`config.mk`:
```
export PLATFORM = sky130hd
export DESIGN_NAME = syn_fifo_ctrl
export DESIGN_NICKNAME = d
export VERILOG_FILES = /design/src/rtl/syn_mem_pkg.sv /design/src/rtl/syn_fifo_ctrl.sv
export SDC_FILE = /design/constraint.sdc
export NUM_CORES = 1
export LEC_CHECK = 0
export BUFFER_PORTS_ARGS = -buffer_cell sky130_fd_sc_hd__buf_2
export CORE_AREA = 2 2 50 52
export CTS_BUF_LIST = sky130_fd_sc_hd__clkbuf_4 sky130_fd_sc_hd__clkbuf_8
export DETAILED_ROUTE_END_ITERATION = 12
export DIE_AREA = 0 0 52 54
export PLACE_DENSITY_LB_ADDON = 0.15
export SYNTH_ARGS = -nofsm -noshare
export SYNTH_HDL_FRONTEND = slang
export SYNTH_SLANG_ARGS = --single-unit
```
`constraint.sdc`:
```
create_clock -name clk -period 6.8 [get_ports clk]
set_clock_uncertainty 0.15 [all_clocks]
set_input_delay 2.04 -clock clk [delete_from_list [all_inputs] [get_ports clk]]
set_output_delay 2.04 -clock clk [all_outputs]
set_load 0.01 [all_outputs]
```
`src/rtl/syn_mem_pkg.sv`:
```
// -----------------------------------------------------------------------------
// syn_mem_pkg
// Shared defaults for the synchronous memory family (syn_dual_ram, syn_fifo,
// syn_fifo_ctrl).
//   DEF_RAM_WIDTH : default data word width
//   DEF_RAM_DEPTH : default number of RAM entries (2**DEF_ADDR_SIZE)
//   DEF_ADDR_SIZE : default RAM address width
//   ptr_t         : FIFO pointer type, one wrap bit above the RAM address
// -----------------------------------------------------------------------------
package syn_mem_pkg;

  localparam int DEF_RAM_WIDTH = 8;
  localparam int DEF_RAM_DEPTH = 16;
  localparam int DEF_ADDR_SIZE = 4;

  // Extra MSB distinguishes "full" from "empty" when the address bits match.
  typedef logic [DEF_ADDR_SIZE:0] ptr_t;

endpackage

```
`src/rtl/syn_fifo_ctrl.sv`:
```
// -----------------------------------------------------------------------------
// syn_fifo_ctrl
// First-word-fall-through FIFO controller driving one syn_dual_ram. The
// controller owns only pointers and a head-valid flag; every data word lives in
// the RAM, and the RAM read register doubles as the head-of-queue register.
//
// Ports
//   clk, rst        : clock (rising edge), asynchronous active-high reset
//   flush           : synchronous clear of the queue (beats push and pop)
//   push_valid/ready: producer handshake, push_data is the word offered
//   pop_valid/ready : consumer handshake, pop_data is the head word
//   ram_wr_en/ad    : RAM write strobe and address, ram_data_in = push_data
//   ram_rd_en/ad    : RAM read strobe and address, ram_data_out feeds pop_data
//   count           : stored words (RAM entries plus the head word)
//   full, empty, almost_full, almost_empty : status flags
// -----------------------------------------------------------------------------
module syn_fifo_ctrl
  import syn_mem_pkg::*;
#(
  parameter int RAM_WIDTH  = DEF_RAM_WIDTH,
  parameter int RAM_DEPTH  = DEF_RAM_DEPTH,
  parameter int ADDR_SIZE  = DEF_ADDR_SIZE,
  parameter int AFULL_LVL  = 12,
  parameter int AEMPTY_LVL = 2
) (
  input  logic                 clk,
  input  logic                 rst,
  input  logic                 flush,
  input  logic                 push_valid,
  output logic                 push_ready,
  input  logic [RAM_WIDTH-1:0] push_data,
  output logic                 pop_valid,
  input  logic                 pop_ready,
  output logic [RAM_WIDTH-1:0] pop_data,
  output logic                 ram_wr_en,
  output logic                 ram_rd_en,
  output logic [ADDR_SIZE-1:0] ram_wr_ad,
  output logic [ADDR_SIZE-1:0] ram_rd_ad,
  output logic [RAM_WIDTH-1:0] ram_data_in,
  input  logic [RAM_WIDTH-1:0] ram_data_out,
  output logic [ADDR_SIZE:0]   count,
  output logic                 full,
  output logic                 empty,
  output logic                 almost_full,
  output logic                 almost_empty
);

  localparam logic [ADDR_SIZE:0] PTR_ZERO = {(ADDR_SIZE+1){1'b0}};
  localparam logic [ADDR_SIZE:0] PTR_ONE  = {{ADDR_SIZE{1'b0}}, 1'b1};
  localparam logic [ADDR_SIZE:0] DEPTH_C  = (ADDR_SIZE+1)'(RAM_DEPTH);
  localparam logic [ADDR_SIZE:0] AFULL_C  = (ADDR_SIZE+1)'(AFULL_LVL);
  localparam logic [ADDR_SIZE:0] AEMPTY_C = (ADDR_SIZE+1)'(AEMPTY_LVL);

  logic [ADDR_SIZE:0] wr_ptr_r;
  logic [ADDR_SIZE:0] rd_ptr_r;
  logic               out_valid_r;

  logic [ADDR_SIZE:0] ram_cnt_s;
  logic [ADDR_SIZE:0] count_s;
  logic               full_s;
  logic               push_ready_s;
  logic               wr_en_s;
  logic               rd_en_s;

  // Occupancy, handshakes and RAM strobes from registered state plus live inputs.
  always_comb begin
    // Modulo subtraction handles pointer wrap; the MSB separates full from empty.
    ram_cnt_s    = wr_ptr_r - rd_ptr_r;
    full_s       = (ram_cnt_s == DEPTH_C);
    // No write-through: a pop in the same cycle never frees a slot for a push.
    push_ready_s = !full_s && !flush;
    wr_en_s      = push_valid && push_ready_s;
    // Prefetch into the head register whenever it is empty or being drained.
    // ram_cnt_s comes from registered pointers, so a read never targets the
    // slot being written on the same edge.
    if (flush) begin
      rd_en_s = 1'b0;
    end else if ((ram_cnt_s != PTR_ZERO) && (!out_valid_r || pop_ready)) begin
      rd_en_s = 1'b1;
    end else begin
      rd_en_s = 1'b0;
    end
    count_s = ram_cnt_s + {{ADDR_SIZE{1'b0}}, out_valid_r};
  end

  // Pointer and head-valid state; flush clears the queue without RAM access.
  always_ff @(posedge clk or posedge rst) begin
    if (rst) begin
      wr_ptr_r    <= PTR_ZERO;
      rd_ptr_r    <= PTR_ZERO;
      out_valid_r <= 1'b0;
    end else if (flush) begin
      wr_ptr_r    <= PTR_ZERO;
      rd_ptr_r    <= PTR_ZERO;
      out_valid_r <= 1'b0;
    end else begin
      if (wr_en_s) begin
        wr_ptr_r <= wr_ptr_r + PTR_ONE;
      end else begin
        wr_ptr_r <= wr_ptr_r;
      end
      if (rd_en_s) begin
        rd_ptr_r <= rd_ptr_r + PTR_ONE;
      end else begin
        rd_ptr_r <= rd_ptr_r;
      end
      // Head stays valid until consumed, or is refilled by this cycle's read.
      out_valid_r <= rd_en_s || (out_valid_r && !pop_ready);
    end
  end

  assign push_ready   = push_ready_s;
  assign pop_valid    = out_valid_r;
  // The RAM holds its output while ram_rd_en is low, so the head stays stable.
  assign pop_data     = ram_data_out;
  assign ram_wr_en    = wr_en_s;
  assign ram_rd_en    = rd_en_s;
  assign ram_wr_ad    = wr_ptr_r[ADDR_SIZE-1:0];
  assign ram_rd_ad    = rd_ptr_r[ADDR_SIZE-1:0];
  assign ram_data_in  = push_data;
  assign count        = count_s;
  assign full         = full_s;
  assign empty        = !out_valid_r;
  assign almost_full  = (count_s >= AFULL_C);
  assign almost_empty = (count_s <= AEMPTY_C);

endmodule

```
==> impl_metrics.env, run 1 <==
export IMPL_synthSimpleGateAreaFrac_pct=16.98
export IMPL_syn_area_mm2=0.001069
export IMPL_cellInternalPower_w=0.0002469
export IMPL_slowest_stage="xnor2_1"
export IMPL_fin_cells=155
export IMPL_synthAdderAreaFrac_pct=11.24
export IMPL_yosysSeqAreaShare_pct=25.76
export IMPL_dp_hpwl_um=1612
export IMPL_period_needed_ns=4.898
export IMPL_grt_pass1_vias=756
export IMPL_syn_area_per_cell_um2=8.831
export IMPL_ff2ff_path_depth=9
export IMPL_drtIter0Drc=5
export IMPL_reg2reg_slack_ns=4.01
export IMPL_finalCritPeriodShare_pct=72.03
export IMPL_synth_xor_area_share_pct=8.899
export IMPL_slew_headroom_pct=66.43
export IMPL_setup_viol=0
export IMPL_synth_edf_count=0
export IMPL_power_density_mw_per_mm2=457.6
export IMPL_yosysWarnings=0
export IMPL_register_area_um2=275.3
export IMPL_area_growth_pct=0.2344
export IMPL_cts_root_buf="clkbuf_4"
export IMPL_dieHeight_um=54
export IMPL_rr_startpoint="wr_ptr_r[0]"
export IMPL_tns_ns=0
export IMPL_peakVddDrop_v=0.0003357
export IMPL_hold_class="reg2reg"
export IMPL_crit_arrival_ns=2.71
export IMPL_hold_viol=0
export IMPL_critical_path_required_ns=4.61
export IMPL_viasPerCell=5.135
export IMPL_synth_seq_cells=11
export IMPL_switching_share_pct=49.63
export IMPL_first_pass_iters=4
export IMPL_ant_nets=0
export IMPL_clock_sinks=11
export IMPL_layout_common_cells="buf_2 (25), dfrtp_1 (11), inv_1 (10)"
export IMPL_clk_latency_ns=0.26
export IMPL_hold_depth=2
export IMPL_port_buffers=25
export IMPL_synth_compound_area_share_pct=13.93
export IMPL_hold_path_endpoint="wr_ptr_r[4]"
export IMPL_endpoint_kind="output port"
export IMPL_dieArea_mm2=0.002808
export IMPL_comb_power_share_pct=71.1
export IMPL_synth_top_family_by_area="buffers and inverters"
export IMPL_cts_tree="done"
export IMPL_reg2reg_to="rd_ptr_r[4]"
export IMPL_worstHoldStart="wr_ptr_r[4]"
export IMPL_clockBufferDepth=2
export IMPL_crit_fanout=4
export IMPL_layout_cells_most_common="buf_2"
export IMPL_vias=796
export IMPL_htree_levels=1
export IMPL_seq_power_share_pct=18.9
export IMPL_route_detailed_drc=0
export IMPL_drive_gt1_share_pct=27.20
export IMPL_grt_pass1_wl_um=3208
export IMPL_slew_violations=0
export IMPL_max_stage_delay_ns=0.44
export IMPL_antennaDiodeCount=0
export IMPL_max_freq_mhz=204.2
export IMPL_netlist_instances=121
export IMPL_grt_max_degree=17
export IMPL_cts_made_buffers=3
export IMPL_cellLeakagePower_nw=0.5490
export IMPL_track_usage_pct=15.19
export IMPL_syn_nets=151
export IMPL_wl_um=1997
export IMPL_max_cap_violations=0
export IMPL_cts_hold_buf=0
export IMPL_post_drt_wl_per_cell_um=12.88
export IMPL_place_inst=151
export IMPL_switchingPower_w=0.0002432
export IMPL_worst_pin_slew_ns=0.4999
export IMPL_muxShareOfSynthArea_pct=1.874
export IMPL_crit_path_frequent_cell="xnor2_1"
export IMPL_startpoint_type="flip-flop"
export IMPL_antenna_found_initial=0
export IMPL_worst_setup_path_type="reg2out"
export IMPL_grt_overflow_total=0
export IMPL_place_gp_congestion=0.7580
export IMPL_outcome="finished clean"
export IMPL_multi_input_area_um2=565.5
export IMPL_ctsResizeCount=0
export IMPL_io_pins=58
export IMPL_clkPwrFrac_pct=10.0
export IMPL_cts_setup_buffers=0
export IMPL_nFillCells=244
export IMPL_synth_cell_types=30
export IMPL_die_x_um=52
export IMPL_dominantRegCellSynth="dfrtp_1"
export IMPL_core_mm2=0.002320
export IMPL_clkTransAtPathRegs_ns=0.07
export IMPL_start_util_pct=46.06
export IMPL_async_flop_share_pct=100.0
export IMPL_fp_row_count=18
export IMPL_fin_nets=156
export IMPL_rsz0062_at_grt="false"
export IMPL_path_cells="inv_1 > ha_1 > fa_1 > xnor2_1 > nand3_1 > xnor2_1 > a2111oi_2 > buf_2"
per-layer routing:
metal / GRT usage [%] / vias to the layer above / share of wire (%)
li1: - / 398 / -
met1: 18.03 / 360 / 46
met3: 2.778 / 4 / 7.3
met2: 26.79 / 34 / 46
met5: 0 / - / 0
met4: 6.579 / 0 / 0.65
power groups by stage:
stage / logic [W] / clock network, W / registers [W]
after global routing: 0.000387 / 0.0000561 / 0.0000944
after detailed placement: 0.000350 / 0 / 0.0000939
after global placement: 0.000345 / 0 / 0.0000938
after CTS: 0.000353 / 0.0000510 / 0.0000926
after floorplan: 0.000271 / 0 / 0.0000907
final: 0.000349 / 0.0000491 / 0.0000924
metrics by stage:
step                power [W]  hold slack (ns)  area (um2)  worst slack (ns)  utilization [%]
floorplan           0.0003614           0.3832        1069             1.713                -
global placement    0.0004385           0.4145        1041             1.968            44.88
detailed placement  0.0004436           0.4139        1041             1.954            44.88
CTS                 0.0004969           0.4316        1071             1.868            46.17
global route        0.0005375           0.4842        1071             1.672            46.17
finish              0.0004901           0.4300        1071             1.902            46.17
cells by family (layout without fill, tap and decap cells):
logic type	Yosys count	after routing
AO/OA/AOI/OAI	19	19
XOR/XNOR	10	10
adder cells (fa/ha/maj)	9	9
buffers and inverters	35	39
flip-flops	11	11
multiplexers	2	2
AND/OR/NAND/NOR	35	35
critical path: cells and delay by family, from the launching register on:
| family | cells | cell delay [ns] |
|---|---|---|
| adders and majority gates | 2 | 0.66 |
| DFF | 1 | 0.39 |
| buffers and inverters | 2 | 0.27 |
| AOI/OAI and AO/OA | 1 | 0.33 |
| xor gates and xnor gates | 2 | 0.63 |
| and+or+nand+nor | 1 | 0.16 |
synth_stat cells, types with 2 or more instances:
cell	number	area [um2]
a21oi_1	6	30.03
buf_4	24	180.2
dfrtp_1	11	275.3
ha_1	8	100.1
inv_1	10	37.54
mux2i_1	2	20.02
nand2_1	6	22.52
nand2b_1	2	12.51
nand3_1	5	25.02
nand4_1	2	12.51
nor2_1	9	33.78
nor2b_1	2	12.51
o21ai_0	6	30.03
or3_1	4	25.02
or4_1	2	15.01
xnor2_1	6	52.55
xor2_1	3	26.28
final cells by class:
cell class / count / area share [%]
timing repair buffer: 25 / 11.68
sequential: 11 / 25.70
clock buffer: 4 / 2.804
tap: 30 / 3.505
multi-input combinational: 75 / 52.80
inverter: 10 / 3.505
sequential cells by signal (all words and copies together), names as in the netlist:
| name | cells |
|---|---|
| rd_ptr_r | 5 |
| wr_ptr_r | 5 |
| pop_valid | 1 |
how the worst max path moves through the flow:
stage,startpoint,to,slack (ns),depth (start not counted)
2_1_floorplan,flush,push_ready,1.71,2
3_3_place_gp,pop_ready,ram_rd_en,1.97,4
3_5_place_dp,pop_ready,ram_rd_en,1.95,4
4_1_cts,wr_ptr_r[0],almost_empty,1.87,8
5_1_grt,wr_ptr_r[0],almost_empty,1.67,8
6_report,wr_ptr_r[0],almost_empty,1.90,8
No activity file was read; power rests on OpenSTA's default activity.
==> run 2: changes to the inputs <==
--- a/config.mk
+++ b/config.mk
@@ -6,10 +6,10 @@
 export NUM_CORES = 1
 export LEC_CHECK = 0
 export BUFFER_PORTS_ARGS = -buffer_cell sky130_fd_sc_hd__buf_2
-export CORE_AREA = 2 2 50 52
+export CORE_AREA = 2 2 54 56
 export CTS_BUF_LIST = sky130_fd_sc_hd__clkbuf_4 sky130_fd_sc_hd__clkbuf_8
 export DETAILED_ROUTE_END_ITERATION = 12
-export DIE_AREA = 0 0 52 54
+export DIE_AREA = 0 0 56 58
 export PLACE_DENSITY_LB_ADDON = 0.15
 export SYNTH_ARGS = -nofsm -noshare
 export SYNTH_HDL_FRONTEND = slang
==> constraint.sdc (replaced) <==
create_clock -name clk -period 3.99 [get_ports clk]
set_clock_uncertainty 0.15 [all_clocks]
set_input_delay 1.197 -clock clk [delete_from_list [all_inputs] [get_ports clk]]
set_output_delay 1.197 -clock clk [all_outputs]
set_load 0.01 [all_outputs]
==> run 2 against run 1 <==
Cell area increased by 15%; total power increased by 100%; core utilization decreased by 0.071 points; global-route usage decreased by 0.20 points; wire length increased by 16%; sequential power increased by 73%; die area increased by 16%; setup slack got worse by 1.8 ns; count of clock-buffer cells in the layout unchanged; critical path type unchanged; largest power group unchanged; highest routed layer unchanged.
==> impl_metrics.env, run 2 (synthesis results as in run 1) <==
export IMPL_layout_common_cells="buf_2 (25), nor2_1 (9), dfrtp_1 (9)"
export IMPL_drtIter0Drc=10
export IMPL_ant_nets=0
export IMPL_max_freq_mhz=258.0
export IMPL_dp_slack_ns=0.2475
export IMPL_start_util_pct=40.13
export IMPL_grt_overflow_total=0
export IMPL_hold_class="reg2reg"
export IMPL_fp_row_count=19
export IMPL_place_inst=153
export IMPL_nFillCells=270
export IMPL_cts_root_buf="clkbuf_4"
export IMPL_area_growth_pct=14.87
export IMPL_grt_pass1_vias=828
export IMPL_core_mm2=0.002663
export IMPL_cts_made_buffers=3
export IMPL_first_pass_iters=4
export IMPL_rsz0062_at_grt="true"
export IMPL_power_density_mw_per_mm2=815.2
export IMPL_place_gp_congestion=0.7954
export IMPL_die_x_um=56
export IMPL_viasPerCell=5.180
export IMPL_clkTransAtPathRegs_ns=0.08
export IMPL_rr_startpoint="wr_ptr_r[0]"
export IMPL_grt_max_degree=17
export IMPL_finalCritPeriodShare_pct=97.13
export IMPL_dieArea_mm2=0.003248
export IMPL_wl_um=2324
export IMPL_track_usage_pct=15.00
export IMPL_outcome="finished clean"
export IMPL_slew_violations=0
export IMPL_hold_viol=0
export IMPL_tns_ns=0
export IMPL_worst_setup_path_type="reg2out"
export IMPL_htree_levels=1
export IMPL_setup_viol=0
export IMPL_drive_gt1_share_pct=42.31
export IMPL_endpoint_kind="output port"
export IMPL_io_pins=58
export IMPL_max_cap_violations=0
export IMPL_clock_sinks=11
export IMPL_route_detailed_drc=0
export IMPL_cts_hold_buf=0
export IMPL_peakVddDrop_v=0.0005490
export IMPL_dieHeight_um=58
export IMPL_cts_tree="done"
export IMPL_fin_cells=161
export IMPL_fin_nets=161
export IMPL_layout_cells_most_common="buf_2"
export IMPL_vias=834
export IMPL_post_drt_wl_per_cell_um=14.43
export IMPL_port_buffers=25
export IMPL_critical_path_required_ns=2.64
export IMPL_dp_hpwl_um=1695
export IMPL_antenna_found_initial=0
export IMPL_antennaDiodeCount=0
export IMPL_worst_pin_slew_ns=0.4436
export IMPL_clockBufferDepth=2
export IMPL_startpoint_type="flip-flop"
export IMPL_crit_fanout=9
export IMPL_cellLeakagePower_nw=0.5917
export IMPL_period_needed_ns=3.875
export IMPL_worstSetupStartpoint="wr_ptr_r[0]"
export IMPL_grt_pass1_wl_um=3891
export IMPL_worstHoldStart="rd_ptr_r[4]"
export IMPL_fin_ws_ns=0.1146
export IMPL_slew_headroom_pct=70.21
export IMPL_clk_latency_ns=0.28
export IMPL_crit_arrival_ns=2.53
run 2: timing repair:
item / 4_1_cts / 5_1_grt
gates resized for setup: 2 / 20
pin swaps: 0 / 7
setup buffers: 0 / 4
endpoints found under the setup margin: 1 / 7
run 2: worst max-delay path, stage by stage (launching register included):
cell and delay [ns]:
dfrtp_1 0.40, inv_2 0.07, ha_4 0.16, fa_2 0.45, nand2b_4 0.18, a21oi_4 0.20
xnor2_4 0.18, buf_4 0.18, o2bb2ai_2 0.21, nor2_1 0.07, buf_2 0.15
run 2: where the power goes:
group          leakage (nW)  switching [W]  total (W)  internal [W]
Clock                0.0184      0.0000407  0.0000862     0.0000456
Combinational         0.428       0.000406   0.000755      0.000349
Sequential            0.145      0.0000283   0.000160      0.000131
Total                 0.592       0.000475    0.00100      0.000526
run 2: per-layer routing:
layer  track usage, %  share of wire (%)  vias up
met5                0                  0        -
met4            5.782                1.7        0
met3            5.134                8.5       12
met2            23.70                 49       31
met1            19.05                 41      389
li1                 -                  -      402
run 2: path summary, 6_finish.rpt:
kind                       slack [ns]  cells after the start     endpoint
max                              0.11                     10    ram_rd_en
max in group asynchronous        2.60                      2  rd_ptr_r[0]
min in group asynchronous        0.75                      2  wr_ptr_r[0]
min                              0.42                      2  rd_ptr_r[4]
max reg2reg                      1.29                     10  wr_ptr_r[1]
min reg2reg                      0.42                      2  rd_ptr_r[4]
run 2: cell type report:
cell class                 instances  area, um2  area share, %
tap                               31      38.79          3.160
sequential                        11      277.8          22.63
multi-input combinational         75      680.7          55.45
inverter                          10      37.54          3.058
timing repair buffer              30      162.7          13.25
clock buffer                       4      30.03          2.446
run 2: stage by stage:
| step | hold slack, ns | utilization [%] | area [um2] | total power (W) |
|---|---|---|---|---|
| after floorplan | 0.3832 | - | 1069 | 0.0006159 |
| after global placement | 0.4076 | 39.43 | 1050 | 0.0007509 |
| after detailed placement | 0.4188 | 39.43 | 1050 | 0.0007615 |
| after CTS | 0.4320 | 41.12 | 1095 | 0.0008693 |
| after global routing | 0.4597 | 46.10 | 1227 | 0.001090 |
| final | 0.4237 | 46.10 | 1227 | 0.001001 |
==> run 3: changes to the inputs <==
--- a/config.mk
+++ b/config.mk
@@ -5,12 +5,14 @@
 export SDC_FILE = /design/constraint.sdc
 export NUM_CORES = 1
 export LEC_CHECK = 0
+export ABC_AREA = 1
 export BUFFER_PORTS_ARGS = -buffer_cell sky130_fd_sc_hd__buf_2
-export CORE_AREA = 2 2 54 56
+export CORE_AREA = 2 2 52 54
 export CTS_BUF_LIST = sky130_fd_sc_hd__clkbuf_4 sky130_fd_sc_hd__clkbuf_8
 export DETAILED_ROUTE_END_ITERATION = 12
-export DIE_AREA = 0 0 56 58
+export DIE_AREA = 0 0 54 56
 export PLACE_DENSITY_LB_ADDON = 0.15
 export SYNTH_ARGS = -nofsm -noshare
 export SYNTH_HDL_FRONTEND = slang
 export SYNTH_SLANG_ARGS = --single-unit
+export TNS_END_PERCENT = 20
==> constraint.sdc (replaced) <==
create_clock -name clk -period 4.6 [get_ports clk]
set_clock_uncertainty 0.15 [all_clocks]
set_input_delay 1.38 -clock clk [delete_from_list [all_inputs] [get_ports clk]]
set_output_delay 1.38 -clock clk [all_outputs]
set_load 0.01 [all_outputs]
==> run 3 against run 2 <==
Via count rose by 22%; clock power fell by 15%; flip-flop and latch count did not move; cell count rose by 21%; critical path depth rose by 2; critical endpoint is now almost_empty; largest cell class unchanged; largest power group unchanged.
==> impl_metrics.env, run 3 <==
export IMPL_setup_viol=0
export IMPL_worstHoldStart="rd_ptr_r[4]"
export IMPL_outcome="finished clean"
export IMPL_dieArea_mm2=0.003024
export IMPL_dominantRegCellSynth="dfrtp_1"
export IMPL_hold_class="reg2reg"
export IMPL_tns_ns=0
export IMPL_clockBufferDepth=2
export IMPL_ant_nets=0
export IMPL_io_pins=58
export IMPL_first_pass_iters=4
export IMPL_max_cap_violations=0
export IMPL_place_gp_congestion=0.7788
export IMPL_layout_cells_most_common="nand2_1"
export IMPL_yosysWarnings=0
export IMPL_cellLeakagePower_nw=0.7527
export IMPL_cts_root_buf="clkbuf_4"
export IMPL_cts_hold_buf=0
export IMPL_die_x_um=54
export IMPL_ff2ff_path_depth=12
export IMPL_port_buffers=25
export IMPL_netlist_instances=163
export IMPL_rsz0062_at_grt="false"
export IMPL_crit_fanout=5
export IMPL_power_density_mw_per_mm2=685.9
export IMPL_nFillCells=251
export IMPL_synth_seq_cells=11
export IMPL_synth_top_cell_area_share_pct=23.33
export IMPL_cts_tree="done"
export IMPL_core_mm2=0.002432
export IMPL_max_freq_mhz=249.0
export IMPL_register_area_um2=275.3
export IMPL_fp_row_count=18
export IMPL_antenna_found_initial=0
export IMPL_syn_area_per_cell_um2=7.239
export IMPL_syn_nets=193
export IMPL_synth_most_common_cell="nand2_1"
export IMPL_layout_common_cells="nand2_1 (30), buf_2 (25), inv_1 (24)"
export IMPL_startpoint_type="flip-flop"
export IMPL_area_growth_pct=-0.0001695
export IMPL_place_area_mm2=0.001150
export IMPL_dieHeight_um=56
export IMPL_cts_made_buffers=3
export IMPL_synth_area_top_cells="dfrtp_1 (23%), buf_4 (15%), nand2_1 (9.5%), nand3_1 (9.3%), ha_1 (8.5%)"
export IMPL_dp_hpwl_um=1997
export IMPL_clkTransAtPathRegs_ns=0.07
export IMPL_grt_pass1_wl_um=4222
export IMPL_hold_path_endpoint="rd_ptr_r[4]"
export IMPL_async_flop_share_pct=100.0
export IMPL_crit_arrival_ns=2.49
export IMPL_worst_setup_path_type="reg2out"
export IMPL_cts_setup_buffers=0
export IMPL_clk_latency_ns=0.28
export IMPL_slew_headroom_pct=62.52
export IMPL_yosysSeqAreaShare_pct=23.33
export IMPL_grt_pass1_vias=934
export IMPL_route_detailed_drc=0
export IMPL_htree_levels=1
export IMPL_drtIter0Drc=22
export IMPL_critical_path_required_ns=3.07
export IMPL_drive_gt1_share_pct=23.64
export IMPL_syn_area_mm2=0.001180
export IMPL_wl_um=2538
export IMPL_fin_nets=196
export IMPL_grt_overflow_total=0
export IMPL_peakVddDrop_v=0.0004786
export IMPL_start_util_pct=48.51
export IMPL_hold_depth=2
export IMPL_synth_edf_count=0
export IMPL_finalCritPeriodShare_pct=87.30
export IMPL_slew_violations=0
export IMPL_hold_viol=0
export IMPL_worst_pin_slew_ns=0.5616
export IMPL_synth_cell_types=20
export IMPL_multi_input_area_um2=618.1
export IMPL_period_needed_ns=4.016
export IMPL_antennaDiodeCount=0
export IMPL_vias=1017
export IMPL_track_usage_pct=18.57
export IMPL_yosysTopAreaCell="dfrtp_1"
export IMPL_rr_startpoint="wr_ptr_r[0]"
export IMPL_stdcell_area_mm2=0.001180
export IMPL_ctsResizeCount=0
export IMPL_endpoint_kind="output port"
export IMPL_reg2reg_slack_ns=2.32
export IMPL_grt_max_degree=21
export IMPL_clock_sinks=11
export IMPL_fin_util_pct=48.51
export IMPL_ys_top_cells_by_count="nand2_1 (30), buf_4 (24), inv_1 (24), nand3_1 (22), dfrtp_1 (11)"
export IMPL_post_drt_wl_per_cell_um=13.02
export IMPL_viasPerCell=5.215
export IMPL_reg2reg_to="wr_ptr_r[0]"
==> run 3: changes by cell type in the layout (fill, tap and decap cells not counted), moves of 4 or more <==
cell and delta:
buf_4 -5, inv_1 +16, nand2_1 +25, nand3_1 +17, nand4_1 +8, o21ai_0 -6, or3_1 -4, xor2_1 +5
==> run 3: worst max-delay path by stage <==
stage                 from            to  cells after the start  slack [ns]
6_report       wr_ptr_r[0]  almost_empty                     12        0.58
5_1_grt        wr_ptr_r[0]  almost_empty                     12        0.41
4_1_cts        wr_ptr_r[0]  almost_empty                     12        0.57
3_5_place_dp   wr_ptr_r[0]  almost_empty                     12        0.88
3_3_place_gp     pop_ready     ram_rd_en                      5        0.93
2_1_floorplan    pop_ready     ram_rd_en                      4        1.06
==> run 3: cell type report <==
cell class	count	area share [%]
clock buffers	4	2.545
inverters	25	7.953
repair buffers	25	10.60
flip-flops and latches	11	23.33
multi-input cells	100	52.39
well taps	30	3.181
==> run 3: cells by family (layout without fill, tap and decap cells) <==
logic type | Yosys count | in the layout | share of synthesized area (%)
compound gates | 3 | 3 | 1.272
xor+xnor | 8 | 8 | 5.939
fa+ha+maj | 9 | 9 | 10.18
buf+inv | 52 | 54 | 24.28
flops | 11 | 11 | 23.33
simple gates | 80 | 80 | 35.00
==> run 3: report_power, final <==
part           internal [W]  switching, W
Sequential         0.000114     0.0000292
Combinational      0.000216      0.000377
Clock             0.0000396     0.0000341
Total              0.000369      0.000440
==> run 3: per-stage QoR <==
| step | setup WS [ns] | cells | total power [W] | hold WS, ns |
|---|---|---|---|---|
| 5_1_grt | 0.4103 | 195 | 0.0008982 | 0.5056 |
| 3_3_place_gp | 0.9286 | 191 | 0.0007230 | 0.4044 |
| 3_5_place_dp | 0.8827 | 191 | 0.0007428 | 0.4298 |
| 4_1_cts | 0.5739 | 195 | 0.0008188 | 0.4673 |
| 2_1_floorplan | 1.059 | 163 | 0.0005928 | 0.3859 |
| 6_report | 0.5840 | 195 | 0.0008093 | 0.4697 |
==> run 3: worst max-delay path: stages, from the launching register on <==
cell and delay (ns):
dfrtp_1 0.43, inv_1 0.08, ha_1 0.24, fa_1 0.47, inv_1 0.09, ha_1 0.16
inv_1 0.04, nor2_1 0.17, nor2_1 0.10, a21oi_1 0.12, nand3_1 0.07, nor2_1 0.09
buf_2 0.13
==> run 3: layer usage <==
metal  global-route usage [%]  up-vias  routed length, um
met3                    4.032        9                157
met4                    6.786        0                 55
met1                    23.67      464               1122
met5                        0        -                  0
li1                         -      502                  -
met2                    29.97       42               1202
